[src/rtl/uart_rx_fifo.sv]
// Parametrised UART receiver (start/data/parity/stop validation) feeding a
// small first-word-fall-through FIFO drained by a valid/ready handshake.
module uart_rx_fifo #(
  parameter int CLK_PER_BIT = 2604,
  parameter int DATA_BITS   = 8,
  parameter int PARITY      = 0,
  parameter int STOP_BITS   = 1,
  parameter int FIFO_DEPTH  = 4
) (
  input  logic                          CLK,
  input  logic                          RST_N,
  input  logic                          IN,
  output logic [DATA_BITS-1:0]          data,
  output logic                          valid,
  input  logic                          ready,
  output logic [$clog2(FIFO_DEPTH):0]   count,
  output logic                          framing_err,
  output logic                          parity_err,
  output logic                          overrun,
  input  logic                          err_clr
);

  localparam int BAUD_W = $clog2(CLK_PER_BIT);
  localparam int BIT_W  = $clog2(DATA_BITS);
  localparam int AW     = $clog2(FIFO_DEPTH);

  localparam logic [BAUD_W-1:0] BAUD_LAST = BAUD_W'(CLK_PER_BIT - 1);
  localparam logic [BAUD_W-1:0] BAUD_HALF = BAUD_W'(CLK_PER_BIT / 2 - 1);
  localparam logic [BIT_W-1:0]  DATA_LAST = BIT_W'(DATA_BITS - 1);
  localparam logic [BIT_W-1:0]  STOP_LAST = BIT_W'(STOP_BITS - 1);
  localparam logic [AW:0]       FULL_CNT  = (AW+1)'(FIFO_DEPTH);

  typedef enum logic [2:0] {
    S_IDLE, S_START, S_DATA, S_PARITY, S_STOP, S_WAIT_HIGH
  } state_e;

  logic rx_meta_q, rx_q;

  always_ff @(posedge CLK or negedge RST_N) begin
    if (!RST_N) begin
      rx_meta_q <= 1'b1;
      rx_q      <= 1'b1;
    end else begin
      rx_meta_q <= IN;
      rx_q      <= rx_meta_q;
    end
  end

  state_e                state_q;
  logic [BAUD_W-1:0]     baud_q;
  logic [BIT_W-1:0]      bit_q;
  logic [DATA_BITS-1:0]  shift_q;
  logic                  par_q;
  logic                  perr_q;
  logic                  push_q;
  logic                  ferr_ev_q;
  logic                  perr_ev_q;

  // Frame-end events are registered, so the push lands one cycle after the
  // final stop sample; shift_q stays stable until the next frame's data bits.
  always_ff @(posedge CLK or negedge RST_N) begin
    if (!RST_N) begin
      state_q   <= S_IDLE;
      baud_q    <= '0;
      bit_q     <= '0;
      shift_q   <= '0;
      par_q     <= 1'b0;
      perr_q    <= 1'b0;
      push_q    <= 1'b0;
      ferr_ev_q <= 1'b0;
      perr_ev_q <= 1'b0;
    end else begin
      push_q    <= 1'b0;
      ferr_ev_q <= 1'b0;
      perr_ev_q <= 1'b0;
      baud_q    <= (baud_q == BAUD_LAST) ? '0 : baud_q + 1'b1;
      case (state_q)
        S_IDLE: begin
          baud_q <= '0;
          bit_q  <= '0;
          par_q  <= 1'b0;
          perr_q <= 1'b0;
          if (!rx_q) state_q <= S_START;
        end
        S_START: begin
          if (baud_q == BAUD_HALF) begin
            baud_q  <= '0;
            state_q <= rx_q ? S_IDLE : S_DATA;
          end
        end
        S_DATA: begin
          if (baud_q == BAUD_LAST) begin
            shift_q <= {rx_q, shift_q[DATA_BITS-1:1]};
            par_q   <= par_q ^ rx_q;
            if (bit_q == DATA_LAST) begin
              bit_q   <= '0;
              state_q <= (PARITY != 0) ? S_PARITY : S_STOP;
            end else begin
              bit_q <= bit_q + 1'b1;
            end
          end
        end
        S_PARITY: begin
          if (baud_q == BAUD_LAST) begin
            perr_q  <= (PARITY == 1) ? ~(par_q ^ rx_q) : (par_q ^ rx_q);
            state_q <= S_STOP;
          end
        end
        S_STOP: begin
          if (baud_q == BAUD_LAST) begin
            if (!rx_q) begin
              ferr_ev_q <= 1'b1;
              perr_ev_q <= perr_q;
              state_q   <= S_WAIT_HIGH;
            end else if (bit_q == STOP_LAST) begin
              push_q    <= ~perr_q;
              perr_ev_q <= perr_q;
              state_q   <= S_IDLE;
            end else begin
              bit_q <= bit_q + 1'b1;
            end
          end
        end
        S_WAIT_HIGH: begin
          if (rx_q) state_q <= S_IDLE;
        end
        default: state_q <= S_IDLE;
      endcase
    end
  end

  logic [DATA_BITS-1:0] mem_q [FIFO_DEPTH];
  logic [AW-1:0]        wr_ptr_q, rd_ptr_q;
  logic [AW:0]          count_q, count_d;
  logic                 full, pop, push_ok, overrun_ev;

  assign valid      = (count_q != '0);
  assign full       = (count_q == FULL_CNT);
  assign pop        = valid & ready;
  assign push_ok    = push_q & (~full | pop);
  assign overrun_ev = push_q & full & ~pop;
  assign data       = valid ? mem_q[rd_ptr_q] : '0;
  assign count      = count_q;

  // NOTE: storage has no reset; valid gates data so stale entries never leak.
  always_ff @(posedge CLK) begin
    if (push_ok) mem_q[wr_ptr_q] <= shift_q;
  end

  // NOTE: give every always_comb output a default first so no latch is inferred.
  always_comb begin
    count_d = count_q;
    if (push_ok && !pop)      count_d = count_q + 1'b1;
    else if (!push_ok && pop) count_d = count_q - 1'b1;
  end

  always_ff @(posedge CLK or negedge RST_N) begin
    if (!RST_N) begin
      wr_ptr_q    <= '0;
      rd_ptr_q    <= '0;
      count_q     <= '0;
      framing_err <= 1'b0;
      parity_err  <= 1'b0;
      overrun     <= 1'b0;
    end else begin
      if (push_ok) wr_ptr_q <= wr_ptr_q + 1'b1;
      if (pop)     rd_ptr_q <= rd_ptr_q + 1'b1;
      count_q     <= count_d;
      // A new event wins over a simultaneous clear.
      framing_err <= (framing_err & ~err_clr) | ferr_ev_q;
      parity_err  <= (parity_err  & ~err_clr) | perr_ev_q;
      overrun     <= (overrun     & ~err_clr) | overrun_ev;
    end
  end

endmodule

[config.mk]
export PLATFORM = sky130hd
export DESIGN_NAME = uart_rx_fifo
export DESIGN_NICKNAME = d
export VERILOG_FILES = /design/src/rtl/uart_rx_fifo.sv
export SDC_FILE = /design/constraint.sdc
export NUM_CORES = 1
export LEC_CHECK = 0
export ABC_AREA = 1
export CAP_MARGIN = 40
export CORE_MARGIN = 2
export CORE_UTILIZATION = 40
export CTS_BUF_LIST = sky130_fd_sc_hd__clkbuf_8
export CTS_CLUSTER_SIZE = 24
export DETAILED_ROUTE_END_ITERATION = 8
export GPL_TIMING_DRIVEN = 0
export HOLD_SLACK_MARGIN = 0.12
export SLEW_MARGIN = 20
export SYNTH_ARGS = -nofsm -noshare
export SYNTH_HDL_FRONTEND = slang
export SYNTH_SLANG_ARGS = --single-unit
[constraint.sdc]
create_clock -name CLK -period 2.1 [get_ports CLK]
set_clock_uncertainty 0.2 [all_clocks]
set_input_delay 0.21 -clock CLK [delete_from_list [all_inputs] [get_ports CLK]]
set_output_delay 0.21 -clock CLK [all_outputs]
set_load 0.05 [all_outputs]
==> impl_metrics.env, run 1 <==
export IMPL_cts_buffers=9
export IMPL_synth_top_area_share_pct=28.9
export IMPL_async_flop_share_pct=57.3
export IMPL_min_path_type="input pin to async pin"
export IMPL_startpoint_type="flop"
export IMPL_final_common_cell="nand2_1"
export IMPL_nNetsFinal=434
export IMPL_cts_tree="built"
export IMPL_syn_avg_cell_area_um2=9.67
export IMPL_grt_pass1_wl_um=11400
export IMPL_root_buffer="clkbuf_8"
export IMPL_drive_gt1_share_pct=21.3
export IMPL_worstPathRequired_ns=1.69
export IMPL_status="finished, violations left"
export IMPL_clk_pin_slew_worst_paths_ns=0.09
export IMPL_crit_arrival_ns=1.71
export IMPL_criticalPathCategory="flop to output port"
export IMPL_holdWs_ns=0.138
export IMPL_drtIter0Drc=83
export IMPL_setup_viol=1
export IMPL_fin_area_um2=4350
export IMPL_max_vdd_ir_drop_v=0.000401
export IMPL_violations="setup timing"
export IMPL_die_h_um=98.2
export IMPL_diodes=0
export IMPL_antenna_found_initial=0
export IMPL_synth_largest_area_cell="dfrtp_1"
export IMPL_grt_pass1_vias=2476
export IMPL_ys_types=35
export IMPL_final_cell_mix="nand2_1, nor2_1, dfrtp_1, inv_1, edfxtp_1"
export IMPL_cap_violations=0
export IMPL_critical_path_max_stage_delay_ns=0.44
export IMPL_fin_ws_ns=-0.0202
export IMPL_grt_max_degree=26
export IMPL_wl_um=6630
export IMPL_ant_nets=0
export IMPL_crit_chain="buf_6 -> nor3_4 -> buf_4 -> inv_1 -> dlygate4sd2_1"
export IMPL_powerDensity_nw_per_um2=1070
export IMPL_finalCriticalPeriod_ns=2.12
export IMPL_ys_seq_area_share_pct=57.5
export IMPL_cts_max_level=3
export IMPL_vias=2497
export IMPL_leakagePower_nw=1.97
export IMPL_finalCritPeriodShare_pct=101
export IMPL_via_per_inst=4.70
export IMPL_pin_count=20
export IMPL_worst_pin_slew_ns=0.712
export IMPL_drc=0
export IMPL_ys_seq_elements=75
export IMPL_grt_ovfl_total=0
export IMPL_place_hpwl_um=4360
export IMPL_synthFlopType="dfrtp_1"
export IMPL_slowest_stage="dfrtp_2"
export IMPL_fp_dieW_um=98.2
export IMPL_clockBufferDepth=2
export IMPL_syn_instance_count=367
export IMPL_initial_core_util_pct=40.9
export IMPL_rsz0062_at_grt="yes"
export IMPL_area_growth_pct=22.6
export IMPL_first_pass_iters=4
export IMPL_placed_cell_area_um2=3900
export IMPL_wl_per_cell_um=12.5
export IMPL_die_area_um2=9640
export IMPL_syn_area_um2=3550
export IMPL_design_core_area_um2=8680
export IMPL_gp_congestion=0.817
export IMPL_syn_nets=383
export IMPL_grt_usage_pct=14.8
export IMPL_hold_violations=0
export IMPL_slew_violations=0
export IMPL_clk_latency_ns=0.35
export IMPL_numClockSinks=75
export IMPL_rows=34
export IMPL_slew_headroom_pct=52.4
export IMPL_synth_edf_count=32
export IMPL_crit_fanout=4
export IMPL_io_buffers=19
export IMPL_critPathCaptureType="output port"
export IMPL_synthTopCellsByArea="dfrtp_1, edfxtp_1, nand2_1"
export IMPL_yosys_warnings=0
export IMPL_fmax_mhz=472
==> final cells by class <==
type                            count  area, um2
Sequential cell                    75       2040
Timing Repair Buffer               40        370
Clock inverter                      7       98.8
Fill cell                         809       4330
Clock buffer                        9        124
Multi-Input combinational cell    245       1340
Buffer                              7       82.6
Tap cell                          108        135
Inverter                           40        158
==> registers in the layout, indices dropped and copies added (netlist names), 2 cells and up <==
name	flops
state_q	3
bit_q	3
rd_ptr_q	2
count	3
wr_ptr_q	2
baud_q	12
shift_q	8
mem_q	32
==> power breakdown <==
part	total [W]	internal, W	switching (W)
sequential	0.00164	0.00158	0.0000642
clock	0.00125	0.000677	0.000568
combinational	0.00176	0.000694	0.00107
==> layer usage <==
metal / GRT usage [%] / part of all wire [%] / vias to the layer above
met4: 6.01 / 1.8 / 0
met1: 19.3 / 47 / 1167
met3: 3.08 / 2.6 / 10
li1: - / - / 1286
met2: 24.2 / 49 / 34
met5: 0 / 0 / -
==> worst paths after layout <==
check | from | endpoint | slack, ns | cells after the start
min in group CLK | rx_meta_q$_DFF_PN1_ | rx_q$_DFF_PN1_ | 0.16 | 0
max | count[0]$_DFFE_PN0P_ | valid | -0.02 | 5
max in group asynchronous | RST_N | rx_meta_q$_DFF_PN1_ | 0.99 | 3
min | RST_N | perr_q$_DFFE_PN0P_ | 0.14 | 2
max reg2reg | count[0]$_DFFE_PN0P_ | count[1]$_DFFE_PN0P_ | 0.04 | 8
min reg2reg | rx_meta_q$_DFF_PN1_ | rx_q$_DFF_PN1_ | 0.16 | 0
==> synth_stat cells, drive strengths merged (5+ instances only) <==
cell and number:
nand2 77, nor2 72, dfrtp 41, inv 39, o21ai 33, edfxtp 32, a21oi 10, ha 10
nand3 10, xor2 10, buf 6, nand4 5
==> cells by family after synthesis <==
logic type / Yosys count / share of synthesized area (%)
AO/OA/AOI/OAI: 48 / 7.30
XOR/XNOR: 14 / 3.46
adder cells (fa/ha/maj): 11 / 4.09
buffers and inverters: 47 / 5.71
flip-flops: 75 / 57.5
multiplexers: 1 / 0.317
AND/OR/NAND/NOR: 171 / 21.7
==> worst max-delay path: cells and delay by family, from the launching register on <==
family | cells | cell delay (ns)
buf+inv | 4 | 0.72
flops | 1 | 0.44
simple gates | 1 | 0.21
==> metrics by stage <==
stage	setup slack [ns]	utilization, %	power (W)	std cells	TNS [ns]
floorplan	-0.117	-	0.00268	367	-0.246
global placement	-0.733	44.8	0.00311	494	-30.09
detailed placement	-0.548	45.0	0.00313	495	-7.37
CTS	0.00898	48.7	0.00447	523	0
global route	-0.0764	50.1	0.00487	531	-0.168
finish	-0.0202	50.1	0.00465	531	-0.0202
==> timing repair <==
item / CTS / global route
pin swaps: 4 / 7
endpoints found under the setup margin: 11 / 9
cloned: 0 / 1
hold buffers: 2 / 0
buffers inserted: 10 / 5
resized for setup: 56 / 21
endpoints found under the hold margin: 42 / 0
Note: power is estimated with default switching activity, not from simulation.
==> run 2, diff against run 1 <==
--- a/config.mk
+++ b/config.mk
@@ -10,7 +10,6 @@
 export CORE_MARGIN = 2
 export CORE_UTILIZATION = 40
 export CTS_BUF_LIST = sky130_fd_sc_hd__clkbuf_8
-export CTS_CLUSTER_SIZE = 24
 export DETAILED_ROUTE_END_ITERATION = 8
 export GPL_TIMING_DRIVEN = 0
 export HOLD_SLACK_MARGIN = 0.12
==> results of run 2 <==
The final DEF is identical to that of run 1; final timing and power are the same.
==> run 3, diff against run 2 <==
--- a/config.mk
+++ b/config.mk
@@ -11,6 +11,7 @@
 export CORE_UTILIZATION = 40
 export CTS_BUF_LIST = sky130_fd_sc_hd__clkbuf_8
 export DETAILED_ROUTE_END_ITERATION = 8
+export GPL_ROUTABILITY_DRIVEN = 0
 export GPL_TIMING_DRIVEN = 0
 export HOLD_SLACK_MARGIN = 0.12
 export SLEW_MARGIN = 20
==> results of run 3 <==
The final DEF is identical to that of run 1; final timing and power are the same.
